===== src/rtl/sdspi_writer_pkg.sv =====
// -----------------------------------------------------------------------------
// sdspi_writer_pkg
// Shared definitions for the SD SPI sector writer and its bus sequencer.
//   - SD SPI controller address map macros (the define.vh set: device base,
//     block buffer base, sector size, write-command register).
//   - Field widths used by the writer datapath.
//   - pack_status(): builds the 32-bit writer status word.
//   - byte_word():   zero-extends a data byte onto the 32-bit bus.
// No ports (package).
// -----------------------------------------------------------------------------
`ifndef SDSPI_DEFINE_VH
`define SDSPI_DEFINE_VH
`define SDSPI_DEVADDR   16'h1000
`define SDSPI_BLOCKADDR 16'h1200
`define SDSPI_BLOCKSIZE 512
`define SDSPI_WRADDR    16'h1010
`endif

package sdspi_writer_pkg;

  localparam int unsigned BUS_ADDR_W = 16;
  localparam int unsigned BUS_DATA_W = 32;
  localparam int unsigned SECTOR_W   = 32;
  localparam int unsigned TC_W       = 12;
  localparam int unsigned ADDR_W     = 10;
  localparam int unsigned STATE_W    = 4;

  // Status word layout: low half of the sector, transfer count, FSM state.
  function automatic logic [31:0] pack_status(
    input logic [15:0]        sector_lo,
    input logic [TC_W-1:0]    tc,
    input logic [STATE_W-1:0] state
  );
    return {sector_lo, tc, state};
  endfunction

  // Data bytes travel in the low lane of the 32-bit write bus.
  function automatic logic [BUS_DATA_W-1:0] byte_word(input logic [7:0] b);
    return {24'h000000, b};
  endfunction

endpackage


===== src/rtl/sdspi_writer_apb_master.sv =====
// -----------------------------------------------------------------------------
// sdspi_apb_master
// Single-transaction APB-style write sequencer, shared by the sector reader
// and writer. A one-cycle i_start launches a write; select, enable and write
// strobes rise together and stay up until the slave answers with pready.
// Ports:
//   clk, rstn             clock, synchronous active-low reset
//   i_start               launch a write (ignored while one is in flight)
//   i_addr, i_wdata       address / data captured at launch
//   i_pready, i_pslverr   slave handshake and error
//   o_psel, o_penable,
//   o_pwrite              bus strobes (always identical)
//   o_paddr, o_pwdata     bus address / data (zero when idle)
//   o_done                transaction completes this cycle
//   o_err                 completing transaction carries pslverr
// -----------------------------------------------------------------------------
module sdspi_apb_master
  import sdspi_writer_pkg::*;
(
  input  logic                  clk,
  input  logic                  rstn,
  input  logic                  i_start,
  input  logic [BUS_ADDR_W-1:0] i_addr,
  input  logic [BUS_DATA_W-1:0] i_wdata,
  input  logic                  i_pready,
  input  logic                  i_pslverr,
  output logic                  o_psel,
  output logic                  o_penable,
  output logic                  o_pwrite,
  output logic [BUS_ADDR_W-1:0] o_paddr,
  output logic [BUS_DATA_W-1:0] o_pwdata,
  output logic                  o_done,
  output logic                  o_err
);

  logic                  r_active;
  logic [BUS_ADDR_W-1:0] r_paddr;
  logic [BUS_DATA_W-1:0] r_pwdata;
  logic                  w_done;

  assign w_done = r_active & i_pready;

  // Transaction register: launch on start, release on pready.
  always_ff @(posedge clk) begin
    if (!rstn) begin
      r_active <= 1'b0;
      r_paddr  <= 16'h0000;
      r_pwdata <= 32'h0000_0000;
    end else if (w_done) begin
      r_active <= 1'b0;
      r_paddr  <= 16'h0000;
      r_pwdata <= 32'h0000_0000;
    end else if (i_start && !r_active) begin
      r_active <= 1'b1;
      r_paddr  <= i_addr;
      r_pwdata <= i_wdata;
    end else begin
      r_active <= r_active;
      r_paddr  <= r_paddr;
      r_pwdata <= r_pwdata;
    end
  end

  // One flop drives all three strobes so they can never disagree.
  assign o_psel    = r_active;
  assign o_penable = r_active;
  assign o_pwrite  = r_active;
  assign o_paddr   = r_paddr;
  assign o_pwdata  = r_pwdata;
  assign o_done    = w_done;
  assign o_err     = w_done & i_pslverr;

endmodule


===== src/rtl/sdspi_writer.sv =====
// -----------------------------------------------------------------------------
// sdspi_writer
// Writes one sector to the SD SPI controller: fetches BLOCKSIZE bytes from a
// byte source, pushes each into the controller block buffer over the APB-style
// bus, issues the write command with the sector number, then waits for the
// card to go busy and come back idle.
// Ports:
//   clk, rstn                     clock, synchronous active-low reset
//   wstart, wsector               level request / target sector
//   wbusy, wdone, werr            transfer status
//   inreq, inaddr, inen, inbyte   byte source handshake
//   psel..pwdata, prdata,
//   pready, pslverr               bus master to the controller
//   sdsbusy, sdspi_status         controller busy / state ([15:8] ctrl, [7:0] sd)
//   w_writer_status               {sector[15:0], tc[11:0], state[3:0]}
// -----------------------------------------------------------------------------
module sdspi_writer
  import sdspi_writer_pkg::*;
#(
  parameter int BLOCKSIZE = `SDSPI_BLOCKSIZE
) (
  input  logic        clk,
  input  logic        rstn,
  input  logic        wstart,
  input  logic [31:0] wsector,
  output logic        wbusy,
  output logic        wdone,
  output logic        werr,
  output logic        inreq,
  output logic [8:0]  inaddr,
  input  logic        inen,
  input  logic [7:0]  inbyte,
  output logic        psel,
  output logic        penable,
  output logic        pwrite,
  output logic [15:0] paddr,
  output logic [31:0] pwdata,
  input  logic [31:0] prdata,
  input  logic        pready,
  input  logic        pslverr,
  input  logic        sdsbusy,
  input  logic [31:0] sdspi_status,
  output logic [31:0] w_writer_status
);

  localparam logic [3:0] S_IDLE   = 4'd0;
  localparam logic [3:0] S_REQ    = 4'd1;
  localparam logic [3:0] S_BWR    = 4'd2;
  localparam logic [3:0] S_BWAIT  = 4'd3;
  localparam logic [3:0] S_NEXT   = 4'd4;
  localparam logic [3:0] S_CMD    = 4'd5;
  localparam logic [3:0] S_CWAIT  = 4'd6;
  localparam logic [3:0] S_SDBUSY = 4'd7;
  localparam logic [3:0] S_SDIDLE = 4'd8;
  localparam logic [3:0] S_DONE   = 4'd9;

  localparam logic [ADDR_W-1:0] LP_BLOCKSIZE = 10'(BLOCKSIZE);

  logic [STATE_W-1:0]    r_state;
  logic [ADDR_W-1:0]     r_addr;
  logic [SECTOR_W-1:0]   r_sector;
  logic [TC_W-1:0]       r_tc;
  logic                  r_werr;
  logic                  r_wbusy;
  logic                  r_wdone;
  logic                  r_inreq;
  logic [7:0]            r_byte;

  logic [STATE_W-1:0]    w_state_nxt;
  logic [ADDR_W-1:0]     w_addr_nxt;
  logic [SECTOR_W-1:0]   w_sector_nxt;
  logic [TC_W-1:0]       w_tc_nxt;
  logic                  w_werr_nxt;
  logic                  w_wbusy_nxt;
  logic                  w_wdone_nxt;
  logic                  w_inreq_nxt;
  logic [7:0]            w_byte_nxt;
  logic                  w_bus_start;
  logic [BUS_ADDR_W-1:0] w_bus_addr;
  logic [BUS_DATA_W-1:0] w_bus_wdata;
  logic                  w_bus_done;
  logic                  w_bus_err;

  logic [7:0]            w_sdctrl;
  logic [7:0]            w_sdstate;
  logic                  w_sd_quiet;
  logic                  w_accept;
  logic [ADDR_W-1:0]     w_addr_inc;
  logic                  w_unused;

  assign w_sdctrl   = sdspi_status[15:8];
  assign w_sdstate  = sdspi_status[7:0];
  assign w_sd_quiet = !sdsbusy && (w_sdstate == 8'h00) && (w_sdctrl == 8'h00);
  assign w_accept   = wstart && w_sd_quiet && !pready && !r_wdone;
  // 10-bit counter: 511 + 1 reaches 512 instead of wrapping to 0.
  assign w_addr_inc = r_addr + 10'd1;
  assign w_unused   = ^{prdata, sdspi_status[31:16]};

  // State register.
  always_ff @(posedge clk) begin
    if (!rstn) begin
      r_state <= S_IDLE;
    end else begin
      r_state <= w_state_nxt;
    end
  end

  // Next-state decode.
  always_comb begin
    w_state_nxt = r_state;
    case (r_state)
      S_IDLE: begin
        if (w_accept) w_state_nxt = S_REQ;
        else          w_state_nxt = S_IDLE;
      end
      S_REQ: begin
        if (inen) w_state_nxt = S_BWR;
        else      w_state_nxt = S_REQ;
      end
      S_BWR: begin
        if (!pready && (w_sdctrl == 8'h00)) w_state_nxt = S_BWAIT;
        else                                w_state_nxt = S_BWR;
      end
      S_BWAIT: begin
        if (w_bus_done) w_state_nxt = S_NEXT;
        else            w_state_nxt = S_BWAIT;
      end
      S_NEXT: begin
        if (w_addr_inc == LP_BLOCKSIZE) w_state_nxt = S_CMD;
        else                            w_state_nxt = S_REQ;
      end
      S_CMD: begin
        if (!pready) w_state_nxt = S_CWAIT;
        else         w_state_nxt = S_CMD;
      end
      S_CWAIT: begin
        // Any error so far (bytes or command) skips the card-busy wait.
        if (w_bus_done) begin
          if (r_werr || w_bus_err) w_state_nxt = S_DONE;
          else                     w_state_nxt = S_SDBUSY;
        end else begin
          w_state_nxt = S_CWAIT;
        end
      end
      S_SDBUSY: begin
        if (sdsbusy && (w_sdstate != 8'h00)) w_state_nxt = S_SDIDLE;
        else                                 w_state_nxt = S_SDBUSY;
      end
      S_SDIDLE: begin
        if (w_sd_quiet) w_state_nxt = S_DONE;
        else            w_state_nxt = S_SDIDLE;
      end
      S_DONE: begin
        if (!wstart) w_state_nxt = S_IDLE;
        else         w_state_nxt = S_DONE;
      end
      default: w_state_nxt = S_IDLE;
    endcase
  end

  // Next values of datapath/output registers and bus launch requests.
  always_comb begin
    w_addr_nxt   = r_addr;
    w_sector_nxt = r_sector;
    w_tc_nxt     = r_tc;
    w_werr_nxt   = r_werr;
    w_wbusy_nxt  = r_wbusy;
    w_wdone_nxt  = r_wdone;
    w_inreq_nxt  = r_inreq;
    w_byte_nxt   = r_byte;
    w_bus_start  = 1'b0;
    w_bus_addr   = 16'h0000;
    w_bus_wdata  = 32'h0000_0000;
    case (r_state)
      S_IDLE: begin
        if (w_state_nxt == S_REQ) begin
          w_addr_nxt   = 10'd0;
          w_sector_nxt = wsector;
          w_tc_nxt     = r_tc + 12'd1;
          w_werr_nxt   = 1'b0;
          w_wbusy_nxt  = 1'b1;
          w_inreq_nxt  = 1'b1;
        end else begin
          w_inreq_nxt  = 1'b0;
        end
      end
      S_REQ: begin
        if (inen) begin
          w_byte_nxt  = inbyte;
          w_inreq_nxt = 1'b0;
        end else begin
          w_inreq_nxt = 1'b1;
        end
      end
      S_BWR: begin
        if (w_state_nxt == S_BWAIT) begin
          w_bus_start = 1'b1;
          w_bus_addr  = `SDSPI_BLOCKADDR + {6'b000000, r_addr};
          w_bus_wdata = byte_word(r_byte);
        end else begin
          w_bus_start = 1'b0;
        end
      end
      S_BWAIT: begin
        // A byte error is only recorded; the sector keeps going.
        if (w_bus_done) w_werr_nxt = r_werr | w_bus_err;
        else            w_werr_nxt = r_werr;
      end
      S_NEXT: begin
        w_addr_nxt = w_addr_inc;
        if (w_state_nxt == S_REQ) w_inreq_nxt = 1'b1;
        else                      w_inreq_nxt = 1'b0;
      end
      S_CMD: begin
        if (w_state_nxt == S_CWAIT) begin
          w_bus_start = 1'b1;
          w_bus_addr  = `SDSPI_WRADDR;
          w_bus_wdata = r_sector;
        end else begin
          w_bus_start = 1'b0;
        end
      end
      S_CWAIT: begin
        if (w_bus_done) w_werr_nxt = r_werr | w_bus_err;
        else            w_werr_nxt = r_werr;
        if (w_state_nxt == S_DONE) begin
          w_wdone_nxt = 1'b1;
          w_wbusy_nxt = 1'b0;
        end else begin
          w_wdone_nxt = r_wdone;
        end
      end
      S_SDBUSY: begin
        w_wdone_nxt = 1'b0;
      end
      S_SDIDLE: begin
        if (w_state_nxt == S_DONE) begin
          w_wdone_nxt = 1'b1;
          w_wbusy_nxt = 1'b0;
        end else begin
          w_wdone_nxt = 1'b0;
        end
      end
      S_DONE: begin
        if (w_state_nxt == S_IDLE) w_wdone_nxt = 1'b0;
        else                       w_wdone_nxt = 1'b1;
      end
      default: begin
        w_inreq_nxt = 1'b0;
      end
    endcase
  end

  // Datapath and output registers.
  always_ff @(posedge clk) begin
    if (!rstn) begin
      r_addr   <= 10'd0;
      r_sector <= 32'h0000_0000;
      r_tc     <= 12'd0;
      r_werr   <= 1'b0;
      r_wbusy  <= 1'b0;
      r_wdone  <= 1'b0;
      r_inreq  <= 1'b0;
      r_byte   <= 8'h00;
    end else begin
      r_addr   <= w_addr_nxt;
      r_sector <= w_sector_nxt;
      r_tc     <= w_tc_nxt;
      r_werr   <= w_werr_nxt;
      r_wbusy  <= w_wbusy_nxt;
      r_wdone  <= w_wdone_nxt;
      r_inreq  <= w_inreq_nxt;
      r_byte   <= w_byte_nxt;
    end
  end

  sdspi_apb_master u_apb (
    .clk       (clk),
    .rstn      (rstn),
    .i_start   (w_bus_start),
    .i_addr    (w_bus_addr),
    .i_wdata   (w_bus_wdata),
    .i_pready  (pready),
    .i_pslverr (pslverr),
    .o_psel    (psel),
    .o_penable (penable),
    .o_pwrite  (pwrite),
    .o_paddr   (paddr),
    .o_pwdata  (pwdata),
    .o_done    (w_bus_done),
    .o_err     (w_bus_err)
  );

  assign wbusy           = r_wbusy;
  assign wdone           = r_wdone;
  assign werr            = r_werr;
  assign inreq           = r_inreq;
  assign inaddr          = r_addr[8:0];
  assign w_writer_status = pack_status(r_sector[15:0], r_tc, r_state);

endmodule


===== config.mk =====
export PLATFORM = sky130hd
export DESIGN_NAME = sdspi_writer
export DESIGN_NICKNAME = d
export VERILOG_FILES = /design/src/rtl/sdspi_writer_pkg.sv /design/src/rtl/sdspi_writer_apb_master.sv /design/src/rtl/sdspi_writer.sv
export SDC_FILE = /design/constraint.sdc
export NUM_CORES = 1
export LEC_CHECK = 0
export CELL_PAD_IN_SITES_DETAIL_PLACEMENT = 0
export CELL_PAD_IN_SITES_GLOBAL_PLACEMENT = 2
export CORE_MARGIN = 2
export CORE_UTILIZATION = 25
export CTS_CLUSTER_SIZE = 28
export DETAILED_ROUTE_END_ITERATION = 12
export GPL_TIMING_DRIVEN = 0
export PLACE_DENSITY = 0.9
export SETUP_SLACK_MARGIN = 0.2
export SYNTH_ARGS = -nofsm -noshare
export SYNTH_HDL_FRONTEND = slang
export SYNTH_SLANG_ARGS = --single-unit

===== constraint.sdc =====
create_clock -name clk -period 2.85 [get_ports clk]
set_clock_uncertainty 0.15 [all_clocks]
set_input_delay 0.4275 -clock clk [delete_from_list [all_inputs] [get_ports clk]]
set_output_delay 0.4275 -clock clk [all_outputs]
set_load 0.02 [all_outputs]

==> run summary, run 1 <==
The run finished with clean final reports. For this run, the detailed router's first-pass iteration total came to 6. Clock tree synthesis found a total of 115 sinks. The slew of the pin with the lowest slew margin is 0.749 ns, and the final-stage net count is 922.

Based on the critical path, the design can be clocked at up to 400 MHz. The internal power contribution is 2930 uW, and the maximum number of buffers from clock root to sink is 2. In the finished design, the share of the clock period the worst path needs comes to 87.8%. The width of the die is 152 um, and the wire length per cell after detailed routing is 16.1 um. CTS built an H-tree with a depth of 4. The floorplan step defined a die boundary enclosing 23,200 um2. The port buffer count was 153; the cell area after synthesis was 5490 um2.

The y dimension of the die is 152 um. Setup repair after global routing left no endpoint under its margin. The aggregate global routing overflow came out at 0.

After synthesis, flip-flops and latches occupy 42.0% of the total area. The global-route wire length before repair was 28.3 mm. Final hold analysis gives a worst-case slack of 0.297 ns.

The max-slew violation count was 0. For the final core utilization, the log shows 36.8%. After detailed routing, the number of vias per cell comes to 4.77. From synthesis to final layout, the design area changed by 45.6%. The total of warnings raised by yosys was 0; the area fraction of the dominant cell type after synthesis was 42.0%. The share of total power dissipated in sequential elements is 41.8%. The type of the setup path with the least slack was reg2reg. Summing all flip-flop and latch instances after layout gives 2300 um2. Once placement finished, the instance area stood at 7380 um2. Across every metal layer, demand over resource in global routing totals 15.3%.

STA classifies the critical path startpoint as a flop. Clock tree synthesis selected as its root buffer the cell sky130_fd_sc_hd__clkbuf_16. The logs give 0 for the max-cap check violation count and 49.8% for the worst-case headroom to the max-slew limit. Of all nets on the critical path, the largest fanout is 10. Averaged over all synthesized cells, the footprint is 8.67 um2. In the synthesized netlist the async set-or-reset flop fraction comes to 0%. The half-perimeter wire length after detailed placement was 12.7 mm. The run gives 21,700 um2 as the core region area. Adding up every negative setup slack in the final design gives 0 ns. The count of nets left with antenna violations once routing finished came out at 0. For this design the total switching power over the nets is 907 uW.

Once layout is done, the placed cells without fillers occupy 7990 um2. The instance count of the mapped netlist came out at 633. The power density over the cells was 481 nW/um2; the number of placement rows was 54. The logs give 56 for the post-synthesis cell type count and 0 for the number of antenna violations at the first check in global routing. The power share of the combinational group is 4.7%.

Area of the multi-input gates: 2710 um2. The logs give 0 for the number of hold-slack violations in the final timing report and 5,086 for the number of global-route vias before repair. For the worst-case vdd ir drop, the log shows 0.369 mV. The number of design rule violations left after detail routing is 0.

Per report_power, the clock group accounts for 53.4% of the total. The initial utilization of the core area, before any placement, comes to 25.3%. Fill cells in the final layout number 2,223. The top-level I/O count was 207; the setup violation total in the final timing report was 0. The detailed router's first-iteration violation count is 347, and the number of clock buffers inserted by TritonCTS is 17. The endpoint class of the critical path is a flop.

Entering global routing, the biggest net connects 17 pins. Post-CTS timing repair inserted 0 buffers for setup. Clock-pin slew was measured on the worst setup and hold paths at 0.06 ns. The flip-flop cell with the highest count after synthesis is sky130_fd_sc_hd__dfxtp_1. The via count was 5,257; the final weighted congestion in routability-driven placement was 0.784.

The synthesized design contains 115 register bits. For the worst-skew pair, the clock arrives at the later sink with an insertion delay of 0.41 ns. Data on the critical path is required at its endpoint by 2.99 ns. The tightest min-delay check is of the reg2reg type.

The routed design has 17.8 mm of wire. Data arrives at the worst endpoint at 2.64 ns. Sorting the synthesized cells by area gives the leading types as sky130_fd_sc_hd__dfxtp_1 (42%), sky130_fd_sc_hd__mux2i_1 (8.2%), sky130_fd_sc_hd__nand2_1 (5.9%), sky130_fd_sc_hd__a22oi_1 (5.7%), sky130_fd_sc_hd__buf_4 (4.5%). Most area-hungry cell type in the Yosys netlist: sky130_fd_sc_hd__dfxtp_1.

The worst path needs 2.50 ns of the cycle, external delays included. Switching power share of the total: 23.6%. TritonCTS built the clock tree. The share of layout cells above drive strength 1 came out at 13.0%. Counting flops with a built-in enable in the synthesized netlist gives 0. 0 antenna diodes ended up in the layout.

For this design the static power due to leakage is 0.00284 uW. Sorting the synthesized cells by how often they occur yields sky130_fd_sc_hd__dfxtp_1 (115), sky130_fd_sc_hd__nand2_1 (86), sky130_fd_sc_hd__nor2_1 (65), sky130_fd_sc_hd__mux2i_1 (45), sky130_fd_sc_hd__a22oi_1 (42). By instance count, the leading cell after synthesis is sky130_fd_sc_hd__dfxtp_1.
## stage by stage
| stage | setup slack, ns | total power (uW) | cells |
|---|---|---|---|
| 6_report | 0.348 | 3840 | 1101 |
| 5_1_grt | 0.208 | 3970 | 1101 |
| 4_1_cts | 0.214 | 3890 | 1101 |
| 3_5_place_dp | -0.402 | 1820 | 1069 |
| 3_3_place_gp | -0.339 | 1820 | 1069 |
| 2_1_floorplan | 0.664 | 1700 | 636 |
## critical path: stages (launching register included)
cell,delay [ns]
sky130_fd_sc_hd__dfxtp_1,0.38
sky130_fd_sc_hd__buf_2,0.24
sky130_fd_sc_hd__nand2b_1,0.17
sky130_fd_sc_hd__nor3_2,0.65
sky130_fd_sc_hd__o21bai_2,0.28
sky130_fd_sc_hd__buf_2,0.27
sky130_fd_sc_hd__a22oi_1,0.17
sky130_fd_sc_hd__nor2_1,0.05
## metal layers
metal	vias to the layer above	global-route usage, %	wire length [um]
li1	2582	-	-
met3	17	4.52	1170
met1	2486	19.9	8170
met2	172	24.7	8210
met4	0	4.45	227
met5	-	0	0
## cells in the final DEF (no fill, tap or decap), types with 4 or more instances in the layout
master and instances:
sky130_fd_sc_hd__clkdlybuf4s50_1 153, sky130_fd_sc_hd__dfxtp_1 113, sky130_fd_sc_hd__nand2_1 86, sky130_fd_sc_hd__nor2_1 65, sky130_fd_sc_hd__mux2i_1 45, sky130_fd_sc_hd__a22oi_1 42, sky130_fd_sc_hd__buf_4 33, sky130_fd_sc_hd__clkbuf_1 32
sky130_fd_sc_hd__a21oi_1 21, sky130_fd_sc_hd__nand3_1 18, sky130_fd_sc_hd__clkbuf_16 17, sky130_fd_sc_hd__buf_2 14, sky130_fd_sc_hd__nand2b_1 14, sky130_fd_sc_hd__o41ai_1 11, sky130_fd_sc_hd__and3_1 10, sky130_fd_sc_hd__nor2b_1 9
sky130_fd_sc_hd__nand4_1 9, sky130_fd_sc_hd__o311ai_0 8, sky130_fd_sc_hd__o21ai_0 8, sky130_fd_sc_hd__inv_1 7, sky130_fd_sc_hd__nor3_1 6, sky130_fd_sc_hd__nor4_1 5, sky130_fd_sc_hd__o31a_1 5, sky130_fd_sc_hd__a31oi_1 5
sky130_fd_sc_hd__inv_6 5, sky130_fd_sc_hd__buf_6 4, sky130_fd_sc_hd__clkbuf_2 4, sky130_fd_sc_hd__and4_1 4, sky130_fd_sc_hd__conb_1 4
## area by class of cell
class	instances	share of cell area (%)
Inverter	7	0.329
Multi-Input combinational cell	428	33.9
Buffer	86	6.25
Timing Repair Buffer	153	19.2
Clock inverter	13	1.55
Clock buffer	19	5.55
Sequential cell	115	28.9
Tap cell	280	4.39
## kinds of logic after synthesis
| kind of cell | Yosys count | synth area share, % |
|---|---|---|
| multiplexers | 46 | 8.48 |
| flip-flops | 115 | 42.0 |
| buffers and inverters | 93 | 9.48 |
| XOR/XNOR | 1 | 0.160 |
| adder cells (fa/ha/maj) | 3 | 0.684 |
| other | 1 | 0.0683 |
| AO/OA/AOI/OAI | 127 | 17.0 |
| AND/OR/NAND/NOR | 247 | 22.1 |
## registers in the layout, indices dropped and copies added (netlist names)
register / flops
r_state: 4
r_tc: 12
inreq: 1
r_byte: 8
r_sector: 32
r_addr: 10
u_apb.o_paddr: 12
u_apb.o_penable: 1
wdone: 1
u_apb.o_pwdata: 32
wbusy: 1
werr: 1
## power groups by stage
stage	sequential (uW)	combinational [uW]	clock, uW
final	1610	182	2050
after global routing	1610	196	2170
after CTS	1610	183	2100
after detailed placement	1640	181	0
after global placement	1640	181	0
after floorplan	1640	61.1	0
## timing repair
action                     4_1_cts  5_1_grt
setup endpoints to repair       40       40
hold buffers                     0        0
gates resized for setup          4       12
## final timing paths
| kind | cells after the start | to | slack, ns | startpoint |
|---|---|---|---|---|
| worst min register to register | 2 | u_apb.o_paddr[12] | 0.30 | u_apb.o_paddr[12] |
| worst min-delay path | 2 | u_apb.o_paddr[12] | 0.30 | u_apb.o_paddr[12] |
| worst max register to register | 7 | u_apb.o_pwdata[18] | 0.35 | r_state[0] |
| worst max-delay path | 7 | u_apb.o_pwdata[18] | 0.35 | r_state[0] |
Note: power is estimated with default switching activity, not from simulation.
==> run 2, diff against run 1 <==
--- a/config.mk
+++ b/config.mk
@@ -8,12 +8,14 @@
 export CELL_PAD_IN_SITES_DETAIL_PLACEMENT = 0
 export CELL_PAD_IN_SITES_GLOBAL_PLACEMENT = 2
 export CORE_MARGIN = 2
-export CORE_UTILIZATION = 25
+export CORE_UTILIZATION = 35
 export CTS_CLUSTER_SIZE = 28
 export DETAILED_ROUTE_END_ITERATION = 12
+export DONT_BUFFER_PORTS = 1
 export GPL_TIMING_DRIVEN = 0
-export PLACE_DENSITY = 0.9
+export PLACE_DENSITY = 0.88
 export SETUP_SLACK_MARGIN = 0.2
+export SLEW_MARGIN = 20
 export SYNTH_ARGS = -nofsm -noshare
 export SYNTH_HDL_FRONTEND = slang
 export SYNTH_SLANG_ARGS = --single-unit
==> run 2 against run 1 <==
Final area decreased by 19%. Die area shrank 28%. Global-route usage rose by 4.4 points. Count of clock-buffer cells in the layout grew 3. Hold slack worse by 0.28 ns. Wire length decreased by 8.2%. Total power is 0.22% lower. Sequential share of layout area up 6.7 points. Via count shrank 7.6%. Critical path type unchanged. Largest power group unchanged.
==> run summary, run 2 (synthesis gave the netlist of run 1 again) <==
The run finished with clean final reports. The remaining antenna violation count came out at 0 (unchanged). Startpoint type of the worst setup path: a flop (unchanged). The tools report the internal power contribution as 3030 uW (was 2930 uW).

The share of layout cells above drive strength 1 is 15.9% (was 13.0%). The clock insertion delay at the later pin of the skew report was 0.41 ns (about the same); the global-route wire length before repair was 25.6 mm (was 28.3 mm). The antenna cell count is 0 (unchanged), and the aggregate global routing overflow is 0 (unchanged). The TritonCTS sink count is 115 (unchanged), and the maximum operating frequency is 399 MHz (was 400 MHz).

The run gives 468 (was 347) as the detailed router's first-iteration violation count. The width of the die is 129 um (was 152 um). The shortest period the worst path allows was 2.51 ns (was 2.50 ns). The longest individual stage delay on the worst path works out to 0.40 ns (was 0.65 ns).

For the instance count after placement with tap cells included, the log shows 847 (was 1,069). The number of antenna violations at the first check in global routing was 0 (unchanged); the total negative slack was 0 ns (unchanged). Max-cap check violation count: 0 (unchanged). Setup repair after global routing left no endpoint under its margin. The run gives 4,857 (was 5,257) as the via count.

For the number of global-route vias before repair, the log shows 4,793 (was 5,086). The run gives 16.3 mm (was 17.8 mm) as the total wirelength of the detailed-routed design. Most common cell after layout, fill and taps aside: sky130_fd_sc_hd__dfxtp_1 (was sky130_fd_sc_hd__clkdlybuf4s50_1).

The number of hold-slack violations in the final timing report came out at 0 (unchanged). The length of the first detailed-routing pass in iterations is 5 (was 6). The worst-case headroom to the max-slew limit was 51.2% (was 49.8%); the slew of the pin with the lowest slew margin was 0.732 ns (was 0.749 ns).

The area added between synthesis and finish came out at 18.5% (was 45.6%). TritonCTS built the clock tree. The non-filler instance count after layout is 889 (was 1,101). The number of placement rows was 45 (was 54); the core region area was 15,300 um2 (was 21,700 um2). Switching power share of the total: 21.0% (was 23.6%).

The total power was 3830 uW (was 3840 uW); the power share of the combinational group was 2.6% (was 4.7%). The wire length per cell after detailed routing is 18.4 um (was 16.1 um). The average via count per standard cell works out to 5.46 (was 4.77). The buffer type at the clock tree root is sky130_fd_sc_hd__clkbuf_16 (unchanged). The endpoint class of the critical path was a flop (unchanged). Maximum fanout along the worst path: 9 (was 10).

The final-stage net count is 780 (was 922). The tools report the overall fraction of global-route tracks in use as 19.7% (was 15.3%). The power density over the cells was 590 nW/um2 (was 481 nW/um2); the arrival time at the worst endpoint was 2.68 ns (was 2.64 ns). The logs give 0 (unchanged) for the number of design rule violations left after detail routing and 36.0% (was 25.3%) for the effective utilization at floorplan. The maximum number of pins on one net before global-route repair is 17 (unchanged). The tools report the top-level I/O count as 207 (unchanged). The path category of the worst min-delay check was in2reg (was reg2reg). Post-placement cell area: 5760 um2 (was 7380 um2). The critical path's slowest cell is sky130_fd_sc_hd__dfxtp_1 (was sky130_fd_sc_hd__nor3_2). The run gives 2 (unchanged) as the maximum number of buffers from clock root to sink. The number of clock buffers inserted by TritonCTS came out at 17 (unchanged). The share of the clock period used by the worst path was 88.0% (was 87.8%).

The port buffer count is 0 (was 153), and the final weighted congestion in routability-driven placement is 0.857 (was 0.784). The tools report the relative contribution of sequential cells to total power as 42.0% (was 41.8%). The max-slew violation count came out at 0 (unchanged). Type of the setup path with the least slack: reg2reg (unchanged).

Commonest cells after routing, fill and taps aside: sky130_fd_sc_hd__dfxtp_1 (110), sky130_fd_sc_hd__nand2_1 (86), sky130_fd_sc_hd__nor2_1 (65), sky130_fd_sc_hd__mux2i_1 (45), sky130_fd_sc_hd__a22oi_1 (42) (was sky130_fd_sc_hd__clkdlybuf4s50_1 (153), sky130_fd_sc_hd__dfxtp_1 (113), sky130_fd_sc_hd__nand2_1 (86), sky130_fd_sc_hd__nor2_1 (65), sky130_fd_sc_hd__mux2i_1 (45)). Ordered cell list for the critical path: buf_1 -> and3_1 -> and4_4 -> mux2_4 -> o31ai_4 -> o211ai_2 -> a31oi_1 (was buf_2 -> nand2b_1 -> nor3_2 -> o21bai_2 -> buf_2 -> a22oi_1 -> nor2_1). The CTS clock-pin slew for the worst setup and hold paths was 0.05 ns (was 0.06 ns); the switching component of the power was 806 uW (was 907 uW). The part of the power in the clock network is 55.5% (was 53.4%). The data required time of the worst path was 3.02 ns (was 2.99 ns); the final core utilization was 42.6% (was 36.8%). The half-perimeter wire length after detailed placement is 11.8 mm (was 12.7 mm). The logs give 16,700 um2 (was 23,200 um2) for the total die area and 0.00236 uW (was 0.00284 uW) for the leakage power.

Number of levels in the clock H-tree: 4 (unchanged). The logs give 0 (unchanged) for the setup violation total in the final timing report and 0.382 mV (was 0.369 mV) for the worst-case vdd ir drop. The area of all placed cells without fillers is 6500 um2 (was 7990 um2), and the y dimension of the die is 129 um (was 152 um).
[run 2: cell count changes in the layout (fill, tap and decap cells not counted), sizes merged]
cell / before / now
clkdlybuf4s50: 153 / 0
dlygate4sd3: 0 / 8
buf: 51 / 53
inv: 12 / 7
clkbuf: 54 / 58
bufinv: 1 / 2
[run 2: worst paths after layout]
path	from	end	slack (ns)	cells past startpoint
worst max-delay path	r_addr[0]	r_addr[2]	0.34	7
worst min-delay path	wsector[18]	r_sector[18]	0.02	2
worst min register to register	r_sector[25]	r_sector[25]	0.30	2
worst max register to register	r_addr[0]	r_addr[2]	0.34	7
[run 2: layout make-up]
cell class              count  area, um2
clock buffers              22        494
multi-input cells         428       2700
clock inverters             9        103
well taps                 211        264
repair buffers             11        103
plain buffers              86        505
flip-flops and latches    115       2310
fillers                  1521       8760
inverters                   7       26.3
[run 2: power by group through the flow]
| stage | Clock [uW] | Sequential (uW) | Combinational (uW) |
|---|---|---|---|
| final | 2130 | 1610 | 97.9 |
| after global placement | 0 | 1640 | 86.8 |
| after floorplan | 0 | 1640 | 61.1 |
| after CTS | 2160 | 1610 | 99.0 |
| after global routing | 2250 | 1610 | 108 |
| after detailed placement | 0 | 1640 | 89.7 |
[run 2: what timing repair did]
action,4_1_cts,5_1_grt
resized for setup,3,16
setup buffers,0,3
setup endpoints to repair,39,68
endpoints found under the hold margin,8,0
pin swaps,0,1
hold buffers,8,0
[run 2: through the flow]
stage	hold WS (ns)	setup WS, ns
after floorplan	0.285	0.664
after global placement	0.292	0.114
after detailed placement	0.300	0.0263
after CTS	0.00157	0.155
after global routing	0.00343	0.200
final	0.0182	0.343
[run 2: worst max-delay path: cells and delay by family (launching register included)]
kind                   cells  cell delay [ns]
AOI/OAI and AO/OA          3             0.74
buffers and inverters      1             0.35
and+or+nand+nor            2             0.46
DFF                        1             0.40
muxes                      1             0.32
[run 2: routing by layer]
layer	up-vias	share of wire, %	global-route usage, %
met1	2345	42	23.3
met5	-	0	0
met3	18	7.8	7.31
met2	186	49	32.7
met4	0	1.6	7.23
li1	2308	-	-
